`src/rtl/clk_ctrl_pkg.sv`:
```
// Shared definitions for the clock-enable controller: FSM state encoding,
// the smallest legal divide ratio, and default parameter values.
package clk_ctrl_pkg;

  localparam int unsigned CNT_W_DEF       = 8;
  localparam int unsigned DEFAULT_DIV_DEF = 4;
  localparam int unsigned MIN_DIV         = 2;

  typedef enum logic [1:0] {
    ST_IDLE = 2'd0,
    ST_RUN  = 2'd1,
    ST_PEND = 2'd2
  } state_e;

endpackage

```
`src/rtl/clk_enable_ctrl_if.sv`:
```
// Divide-ratio configuration handshake.
//   cfg_div   : requested divide ratio N
//   cfg_valid : cfg_div valid (source side)
//   cfg_ready : controller can accept cfg_div
//   cfg_err   : one-cycle pulse, an accepted ratio was rejected (N < 2)
interface clk_enable_ctrl_if #(
  parameter int unsigned CNT_W = clk_ctrl_pkg::CNT_W_DEF
);
  logic [CNT_W-1:0] cfg_div;
  logic             cfg_valid;
  logic             cfg_ready;
  logic             cfg_err;

  modport master (output cfg_div, output cfg_valid, input cfg_ready, input cfg_err);
  modport slave  (input cfg_div, input cfg_valid, output cfg_ready, output cfg_err);
endinterface

```
`src/rtl/clk_period_counter.sv`:
```
// Period counter: counts 0..div-1 and wraps, with synchronous clear.
//   clk_in, reset_n : clock, async active-low reset
//   clear           : force the counter to 0 on the next edge
//   advance         : count this cycle
//   div             : active divide ratio (>= 2)
//   cnt             : registered count
//   cnt_nxt_c       : combinational next count (lets the owner register decodes)
//   wrap_c          : combinational, cnt is at div-1
module clk_period_counter #(
  parameter int unsigned CNT_W = 8
) (
  input  logic             clk_in,
  input  logic             reset_n,
  input  logic             clear,
  input  logic             advance,
  input  logic [CNT_W-1:0] div,
  output logic [CNT_W-1:0] cnt,
  output logic [CNT_W-1:0] cnt_nxt_c,
  output logic             wrap_c
);

  assign wrap_c = (cnt == (div - CNT_W'(1)));

  // Next count; wrap is checked before increment so div = 2^CNT_W-1 never overflows
  always_comb begin
    cnt_nxt_c = cnt;
    if (clear) begin
      cnt_nxt_c = '0;
    end else if (advance) begin
      cnt_nxt_c = wrap_c ? '0 : (cnt + CNT_W'(1));
    end
  end

  always_ff @(posedge clk_in or negedge reset_n) begin
    if (!reset_n) begin
      cnt <= '0;
    end else begin
      cnt <= cnt_nxt_c;
    end
  end

endmodule

```
`src/rtl/clk_enable_ctrl.sv`:
```
// Clock-enable controller: produces a one-cycle enable strobe and a divided
// square wave from clk_in at a run-time programmable ratio. Ratio changes
// requested while running are deferred to the end of the current period.
//   clk_in, reset_n : clock, async active-low reset
//   run             : 1 = generate strobes, 0 = halt
//   cfg             : ratio configuration handshake (slave side)
//   clk_en          : strobe, high when cnt == N-1
//   clk_div_out     : high while cnt < N/2
//   locked          : outputs are running at the active ratio
//   cur_div         : active divide ratio
module clk_enable_ctrl
  import clk_ctrl_pkg::*;
#(
  parameter int unsigned CNT_W       = CNT_W_DEF,
  parameter int unsigned DEFAULT_DIV = DEFAULT_DIV_DEF
) (
  input  logic             clk_in,
  input  logic             reset_n,
  input  logic             run,
  clk_enable_ctrl_if.slave cfg,
  output logic             clk_en,
  output logic             clk_div_out,
  output logic             locked,
  output logic [CNT_W-1:0] cur_div
);

  localparam logic [CNT_W-1:0] DIV_RST = CNT_W'(DEFAULT_DIV);
  localparam logic [CNT_W-1:0] DIV_MIN = CNT_W'(MIN_DIV);

  state_e           state_q;
  state_e           state_n;
  logic [CNT_W-1:0] pend_q;
  logic [CNT_W-1:0] pend_n;
  logic [CNT_W-1:0] div_n;
  logic             err_n;
  logic             clear;
  logic             advance;
  logic             xfer;
  logic             div_ok;
  logic [CNT_W-1:0] cnt;
  logic [CNT_W-1:0] cnt_nxt;
  logic             wrap;
  logic             en_n;
  logic             dout_n;
  logic             lock_n;
  logic             ready_n;

  clk_period_counter #(.CNT_W(CNT_W)) u_cnt (
    .clk_in    (clk_in),
    .reset_n   (reset_n),
    .clear     (clear),
    .advance   (advance),
    .div       (cur_div),
    .cnt       (cnt),
    .cnt_nxt_c (cnt_nxt),
    .wrap_c    (wrap)
  );

  assign xfer   = cfg.cfg_valid && cfg.cfg_ready;
  assign div_ok = (cfg.cfg_div >= DIV_MIN);

  // Next state, ratio registers and counter control
  always_comb begin
    state_n = state_q;
    div_n   = cur_div;
    pend_n  = pend_q;
    err_n   = 1'b0;
    clear   = 1'b0;
    advance = 1'b0;
    unique case (state_q)
      ST_IDLE: begin
        clear = 1'b1;
        if (xfer) begin
          // A transfer in IDLE is consumed on its own; run is honoured next cycle
          err_n = !div_ok;
          if (div_ok) div_n = cfg.cfg_div;
        end else if (run) begin
          state_n = ST_RUN;
        end
      end
      ST_RUN: begin
        advance = 1'b1;
        if (xfer && !div_ok) err_n = 1'b1;
        if (!run) begin
          state_n = ST_IDLE;
          clear   = 1'b1;
          if (xfer && div_ok) div_n = cfg.cfg_div;
        end else if (xfer && div_ok) begin
          pend_n  = cfg.cfg_div;
          state_n = ST_PEND;
        end
      end
      ST_PEND: begin
        advance = 1'b1;
        if (!run) begin
          state_n = ST_IDLE;
          clear   = 1'b1;
          div_n   = pend_q;
        end else if (wrap) begin
          // Counter wraps to 0 on this edge, so the new ratio starts a clean period
          state_n = ST_RUN;
          div_n   = pend_q;
        end
      end
      default: begin
        state_n = ST_IDLE;
        clear   = 1'b1;
      end
    endcase
  end

  // Output decodes from next-cycle values so registered outputs line up with cnt
  always_comb begin
    en_n    = 1'b0;
    dout_n  = 1'b0;
    lock_n  = 1'b0;
    ready_n = (state_n != ST_PEND);
    if (state_n != ST_IDLE) begin
      en_n   = (cnt_nxt == (div_n - CNT_W'(1)));
      dout_n = (cnt_nxt < (div_n >> 1));
      lock_n = en_n || locked;
    end
  end

  always_ff @(posedge clk_in or negedge reset_n) begin
    if (!reset_n) begin
      state_q       <= ST_IDLE;
      cur_div       <= DIV_RST;
      pend_q        <= DIV_RST;
      clk_en        <= 1'b0;
      clk_div_out   <= 1'b0;
      locked        <= 1'b0;
      cfg.cfg_err   <= 1'b0;
      cfg.cfg_ready <= 1'b1;
    end else begin
      state_q       <= state_n;
      cur_div       <= div_n;
      pend_q        <= pend_n;
      clk_en        <= en_n;
      clk_div_out   <= dout_n;
      locked        <= lock_n;
      cfg.cfg_err   <= err_n;
      cfg.cfg_ready <= ready_n;
    end
  end

endmodule

```
`src/flat_wrapper.sv`:
```
// flat-port wrapper written by rule: the top's interface ports become plain ports
module clk_enable_ctrl_flat import clk_ctrl_pkg::*;
#(
  parameter int unsigned CNT_W       = CNT_W_DEF,
  parameter int unsigned DEFAULT_DIV = DEFAULT_DIV_DEF
)
  (clk_in, reset_n, run, clk_en, clk_div_out, locked, cur_div, cfg_cfg_div, cfg_cfg_valid, cfg_cfg_ready, cfg_cfg_err);
  clk_enable_ctrl_if #(.CNT_W(CNT_W)) cfg_i ();
  input  logic clk_in;
  input  logic reset_n;
  input  logic run;
  output logic clk_en;
  output logic clk_div_out;
  output logic locked;
  output logic [CNT_W-1:0] cur_div;
  input wire logic [$bits(cfg_i.cfg_div)-1:0] cfg_cfg_div;
  input wire logic [$bits(cfg_i.cfg_valid)-1:0] cfg_cfg_valid;
  output wire logic [$bits(cfg_i.cfg_ready)-1:0] cfg_cfg_ready;
  output wire logic [$bits(cfg_i.cfg_err)-1:0] cfg_cfg_err;
  assign cfg_i.cfg_div = cfg_cfg_div;
  assign cfg_i.cfg_valid = cfg_cfg_valid;
  assign cfg_cfg_ready = cfg_i.cfg_ready;
  assign cfg_cfg_err = cfg_i.cfg_err;
  clk_enable_ctrl #(.CNT_W(CNT_W), .DEFAULT_DIV(DEFAULT_DIV)) u_core (.clk_in(clk_in), .reset_n(reset_n), .run(run), .cfg(cfg_i), .clk_en(clk_en), .clk_div_out(clk_div_out), .locked(locked), .cur_div(cur_div));
endmodule
```
`config.mk`:
```
export PLATFORM = sky130hd
export DESIGN_NAME = clk_enable_ctrl_flat
export DESIGN_NICKNAME = d
export VERILOG_FILES = /design/src/rtl/clk_ctrl_pkg.sv /design/src/rtl/clk_enable_ctrl_if.sv /design/src/rtl/clk_period_counter.sv /design/src/rtl/clk_enable_ctrl.sv /design/src/flat_wrapper.sv
export SDC_FILE = /design/constraint.sdc
export NUM_CORES = 1
export LEC_CHECK = 0
export ABC_AREA = 1
export CAP_MARGIN = 10
export CORE_ASPECT_RATIO = 1.25
export CORE_UTILIZATION = 58
export DETAILED_ROUTE_END_ITERATION = 7
export GPL_ROUTABILITY_DRIVEN = 0
export PLACE_DENSITY = 0.86
export SYNTH_ARGS = -nofsm -noshare
export SYNTH_HDL_FRONTEND = slang
export SYNTH_HIERARCHICAL = 1
export SYNTH_SLANG_ARGS = --single-unit
```
`constraint.sdc`:
```
create_clock -name clk_in -period 3.7 [get_ports clk_in]
set_input_delay 1.11 -clock clk_in [delete_from_list [all_inputs] [get_ports clk_in]]
set_output_delay 1.11 -clock clk_in [all_outputs]
set_load 0.1 [all_outputs]
```
==> results of run 1 <==
-- worst reg2reg max path, cell delays in order (launching register included) --
cell and delay, ns:
dfrtp_2 0.45, inv_2 0.12, ha_2 0.28, xor2_1 0.14, nand2_1 0.07, nor2_1 0.16, nand2_2 0.09, nor2_4 0.14
and2_2 0.17, inv_1 0.08, nand3_1 0.08, o21ai_1 0.10, nor2_2 0.14, nand2_4 0.11, nand2_1 0.09, nand2_2 0.06
nand2_2 0.12, ha_1 0.21, nand3_1 0.13, nor2_4 0.14, nand2_1 0.08, nand2_1 0.06, nand3_1 0.06, nand2_1 0.07
nor2_1 0.04, nand2_1 0.07, nand2_1 0.05
-- report_power, final --
| part | switching, mW | internal [mW] |
|---|---|---|
| clock | 0.129 | 0.169 |
| sequential | 0.122 | 0.458 |
| combinational | 1.28 | 0.540 |
-- per-stage QoR --
step	instance area [µm²]	setup WS, ns	hold WS, ns
after floorplan	2540	0.100	0.453
final	2960	0.300	0.490
after global placement	2840	0.240	0.470
after CTS	2940	0.240	0.492
after global routing	2960	0.0113	0.512
after detailed placement	2840	0.138	0.474
-- worst max-delay path by stage --
stage	end	startpoint	slack, ns	cells after the start
CTS	u_core/locked	u_core/cur_div[0]	0.24	25
global route	u_core/clk_en	u_core/cur_div[0]	0.01	26
finish	u_core/locked	u_core/cur_div[0]	0.30	26
detailed placement	u_core/locked	run	0.14	16
global placement	u_core/locked	run	0.24	16
floorplan	u_core/locked	u_core/cur_div[1]	0.10	28
-- per-layer routing --
metal	track usage	wire (µm)
met1	0.354	2600
met5	0	0
met4	0.116	86
met3	0.0543	184
met2	0.457	3040
-- cells by family after synthesis --
family | Yosys count | share of synthesized area
simple gates | 230 | 0.418
fa+ha+maj | 13 | 0.0640
flops | 31 | 0.307
buf+inv | 70 | 0.106
compound gates | 27 | 0.0660
mux | 1 | 0.00443
xor+xnor | 10 | 0.0344
-- final cells by class --
class / instances / area [µm²]
Inverter: 68 / 255
Timing Repair Buffer: 28 / 238
Clock buffer: 7 / 96.3
Multi-Input combinational cell: 281 / 1510
Fill cell: 346 / 1180
Sequential cell: 31 / 781
Tap cell: 56 / 70.1
Clock inverter: 1 / 7.51
-- registers in the layout, indices dropped and copies added, names as in the netlist, 2 cells and up --
name,cells
u_core/cur_div,8
u_core/pend_q,8
u_core/state_q,2
u_core/u_cnt/cnt,8
-- Yosys cell counts (all sizes together) --
library cell	instances	share of area
a31oi	1	0.0025
or2	4	0.0098
nand3b	2	0.0059
xor2	5	0.017
mux2	1	0.0044
a211oi	1	0.0030
xnor2	5	0.017
inv	68	0.10
nand3	29	0.066
nor3	2	0.0059
dfrtp	28	0.28
o211ai	1	0.0030
nand4	9	0.022
o21ai	17	0.038
nor2	41	0.074
ha	13	0.064
dfstp	3	0.031
and2	1	0.0030
buf	1	0.0044
nand2	142	0.23
a21oi	7	0.020
clkbuf	1	0.0015
-- repair_timing --
item | 4_1_cts | 5_1_grt
setup endpoints to repair | 0 | 2
hold buffers | 0 | 0
resized for setup | 0 | 5
hold endpoints to repair | 0 | 0
==> flow_metrics.py, run 1 <==
metrics = {
    "status": {
        "status": "finished clean",
    },
    "logic_synthesis": {
        "avgSynthCellArea_um2": 6.66,
        "ys.warnings.count": 6,
        "ys_types": 34,
        "yosysSeqAreaShare": 0.307,
        "synth_seq_cells": 31,
        "syn_area_mm2": 0.00254,
        "synthCells": 382,
        "syn-num-nets": 407,
    },
    "setup_path": {
        "rrSetupSlack_ns": 0.30,
        "crit_buf_inv": 2,
        "cp_slowest_cell": "dfrtp_2",
        "rr_startpoint": "u_core/cur_div[0]",
        "cp_data_required_time_ns": 3.88,
        "r2r-end": "u_core/locked",
        "crit_fanout": 8,
        "critPathKind": "register to register",
        "crit_top_cell": "nand2_1",
        "slowest_delay_ns": 0.45,
        "r2r_cells": 26,
        "end_kind": "register",
        "cp_data_arrival_time_ns": 3.58,
        "crit_family": "simple AND/OR/NAND/NOR gates",
        "startpoint_type": "register",
    },
    "timing": {
        "rsz0062_at_grt": "false",
        "tns_ns": 0,
        "post-route-period-util": 0.919,
        "fmax_mhz": 294,
        "tightest_slew_ns": 0.849,
        "final_hold_viol_count": 0,
        "slew_headroom": 0.432,
        "period_minus_slack_ns": 3.40,
        "finalClockSkew_ns": 0.00987,
        "drv_slew": 0,
        "setup_viol": 0,
    },
    "clocking": {
        "clk_pin_slew_ns": 0.07,
        "clockBufferDepth": 2,
        "cts_tree": "yes",
        "cts_buffers": 5,
        "htreeDepth": 2,
        "cts_root_buf": "clkbuf_8",
        "clock_latency_ns": 0.29,
        "clock-sinks": 31,
        "postCtsSetupBuffers": 0,
    },
    "cells_and_area": {
        "fin_cells": 472,
        "drive_gt1_frac": 0.183,
        "fin_util": 0.715,
        "final_cell_mix": "nand2_1, inv_1, nor2_1",
        "final_nets": 440,
        "final_common_cell": "nand2_1",
        "diodes": 0,
        "area_delta_synth_final_pct": 16.2,
    },
    "die": {
        "die-area_mm2": 0.00465,
        "start_util": 0.615,
        "ios": 25,
        "rows": 26,
        "chipHeight_um": 76.0,
        "core_mm2": 0.00413,
        "die_width_um": 61.2,
    },
    "global_route": {
        "antenna_found_initial": 0,
        "grt_max_degree": 19,
        "grt_usage": 0.281,
        "grt-ovfl-total": 0,
        "grt_pass1_vias": 2279,
        "grt_pass1_wl_um": 9830,
    },
    "placement": {
        "placedCellCount": 464,
        "dp_hpwl_um": 4580,
        "io_buffers": 24,
    },
    "detailed_routing": {
        "drt_iter0_drc": 94,
        "via_count": 2461,
        "drt_wl_total_um": 5910,
        "avgViaCountPerCell": 5.21,
        "wire_per_inst_um": 12.5,
        "ant_nets": 0,
        "drc_errors": 0,
        "drt-pass1-iter-count": 5,
    },
    "power": {
        "p_per_area_mw_per_mm2": 912,
        "p_leak_nw": 1.58,
        "p_total_mw": 2.70,
        "ir_drop_mv": 0.480,
    },
    "min_path": {
        "hold_class": "register to register",
        "worstHoldStart": "u_core/pend_q[4]",
        "worstHoldPathCells": 2,
        "min_to": "u_core/pend_q[4]",
    },
    "flow_run": {
        "maxCapViolCount": 0,
    },
}
(Power assumes the default switching activity.)
==> inputs of run 2 (changes only) <==
--- a/constraint.sdc
+++ b/constraint.sdc
@@ -3,2 +3,2 @@
 set_output_delay 1.11 -clock clk_in [all_outputs]
-set_load 0.1 [all_outputs]
+set_load 0.02 [all_outputs]
==> run 2 against run 1 <==
  * Total power fell by 9.9%
  * Utilization rose by 0.36 points
  * Via count rose by 2.3%
  * Critical path depth did not move
  * Worst hold slack improved by 0.0075 ns
  * Clock power fell by 11%
  * Sequential power rose by 1%
  * Critical endpoint unchanged
==> flow_metrics.py, run 2 (synthesis gave the netlist of run 1 again) <==
metrics = {
    "status": {
        "status": "finished clean",
    },
    "detailed_routing": {
        "ant_nets": 0,
        "drt-pass1-iter-count": 4,
        "avgViaCountPerCell": 5.33,
        "via_count": 2517,
        "drt_iter0_drc": 110,
        "drc_errors": 0,
        "drt_wl_total_um": 6090,
        "wire_per_inst_um": 12.9,
    },
    "min_path": {
        "min_to": "u_core/pend_q[1]",
        "worstHoldStart": "u_core/pend_q[1]",
        "hold_class": "register to register",
        "worstHoldPathCells": 2,
    },
    "power": {
        "p_per_area_mw_per_mm2": 817,
        "ir_drop_mv": 0.529,
        "p_leak_nw": 1.56,
    },
    "global_route": {
        "busiest_layer": "met2",
        "met2_usage": 0.468,
        "grt_pass1_wl_um": 10100,
        "grt_max_degree": 32,
        "grt_pass1_vias": 2443,
        "antenna_found_initial": 0,
        "grt-ovfl-total": 0,
        "grt.met3_usage": 0.0458,
        "grt_use_met1": 0.344,
        "grt_usage": 0.286,
    },
    "cells_and_area": {
        "num-fill-cells": 355,
        "fin_cells": 472,
        "final_common_cell": "nand2_1",
        "diodes": 0,
        "drive_gt1_frac": 0.151,
        "final_cell_mix": "nand2_1, inv_1, nor2_1",
        "area_delta_synth_final_pct": 16.8,
        "final_nets": 440,
        "reg_top3": "u_core/cur_div x8, u_core/pend_q x8, u_core/u_cnt/cnt x8",
    },
    "timing": {
        "finalClockSkew_ns": 0.00494,
        "final_hold_viol_count": 0,
        "drv_slew": 0,
        "post-route-period-util": 0.916,
        "slew_headroom": 0.734,
        "period_minus_slack_ns": 3.39,
        "setup_viol": 0,
        "fmax_mhz": 295,
        "tightest_slew_ns": 0.399,
        "tns_ns": 0,
        "rsz0062_at_grt": "false",
    },
    "placement": {
        "io_buffers": 24,
        "dp_hpwl_um": 4540,
        "placedCellCount": 463,
    },
    "setup_path": {
        "crit_family": "simple AND/OR/NAND/NOR gates",
        "cp_data_arrival_time_ns": 3.55,
        "rr_startpoint": "u_core/cur_div[1]",
        "startpoint_type": "register",
        "r2r-end": "u_core/locked",
        "crit_fanout": 8,
        "r2r_cells": 26,
        "cp_data_required_time_ns": 3.87,
        "end_kind": "register",
        "crit_top_cell": "nand2_1",
        "slowest_delay_ns": 0.45,
        "crit_buf_inv": 2,
        "cp_slowest_cell": "dfrtp_1",
        "critPathKind": "register to register",
        "rrSetupSlack_ns": 0.31,
    },
    "die": {
        "chipHeight_um": 76.0,
        "ios": 25,
        "rows": 26,
        "die-area_mm2": 0.00465,
        "start_util": 0.615,
        "core_mm2": 0.00413,
        "die_width_um": 61.2,
    },
    "clocking": {
        "holdBufCountCts": 0,
        "clock-sinks": 31,
        "clock_latency_ns": 0.28,
        "cts_root_buf": "clkbuf_8",
        "cts_buffers": 5,
        "clockBufferDepth": 2,
        "clk_pin_slew_ns": 0.06,
        "cts_tree": "yes",
        "htreeDepth": 2,
    },
    "flow_run": {
        "maxCapViolCount": 0,
    },
}
-- run 2: final cells by class --
class                      instances  area [µm²]  share of cell area
multi-input combinational        281        1500               0.506
sequential                        31         781               0.263
timing repair buffer              28         270              0.0910
inverter                          68         255              0.0859
clock buffer                       7        86.3              0.0291
tap                               56        70.1              0.0236
clock inverter                     1        5.00             0.00168
-- run 2: worst max-delay path by stage --
stage                 startpoint  slack (ns)       endpoint  cells after the start
6_report       u_core/cur_div[1]        0.31  u_core/locked                     26
5_1_grt        u_core/cur_div[1]        0.01  u_core/locked                     26
4_1_cts        u_core/cur_div[0]        0.17  u_core/locked                     28
3_5_place_dp                 run        0.11  u_core/locked                     18
3_3_place_gp                 run        0.24  u_core/locked                     16
2_1_floorplan  u_core/cur_div[0]        0.56  u_core/locked                     26
-- run 2: layer usage --
| layer | routed length (µm) | part of all wire |
|---|---|---|
| met5 | 0 | 0 |
| met2 | 3050 | 0.50 |
| met3 | 281 | 0.046 |
| met1 | 2510 | 0.41 |
| met4 | 245 | 0.040 |
-- run 2: what timing repair did --
| item | 4_1_cts | 5_1_grt |
|---|---|---|
| setup buffers | 0 | 1 |
| resized for setup | 0 | 6 |
| setup endpoints to repair | 0 | 2 |
| endpoints found under the hold margin | 0 | 0 |
-- run 2: worst register-to-register path: stages (launching register included) --
cell and delay (ns):
dfrtp_1 0.45, inv_1 0.08, ha_2 0.33, xor2_1 0.14
nand2_1 0.07, nor2_1 0.14, nand2_2 0.08, nor2_4 0.13
and2_2 0.17, inv_1 0.06, nand3_1 0.06, o21ai_1 0.10
nor2_2 0.14, nand2_4 0.11, nand2_1 0.10, nand2_2 0.07
nand2_2 0.12, ha_2 0.21, nand3_1 0.13, nor2_4 0.16
nand2_1 0.09, nand2_1 0.06, nand3_1 0.06, nand2_1 0.07
nor2_1 0.04, nand2_1 0.06, nand2_1 0.05
-- run 2: through the flow --
step / hold WS (ns) / instance area (µm²) / setup WS, ns / utilization / power (mW)
3_3_place_gp: 0.472 / 2860 / 0.236 / 0.692 / 2.02
2_1_floorplan: 0.453 / 2540 / 0.558 / - / 1.69
5_1_grt: 0.517 / 2970 / 0.0107 / 0.719 / 2.66
6_report: 0.498 / 2970 / 0.313 / 0.719 / 2.43
4_1_cts: 0.497 / 2950 / 0.173 / 0.714 / 2.36
3_5_place_dp: 0.481 / 2860 / 0.112 / 0.692 / 2.08
-- run 2: power by group --
part	leakage (nW)	switching (mW)	internal (mW)
Sequential	0.399	0.130	0.458
Clock	0.0482	0.117	0.150
Combinational	1.11	1.01	0.565
Total	1.56	1.26	1.17
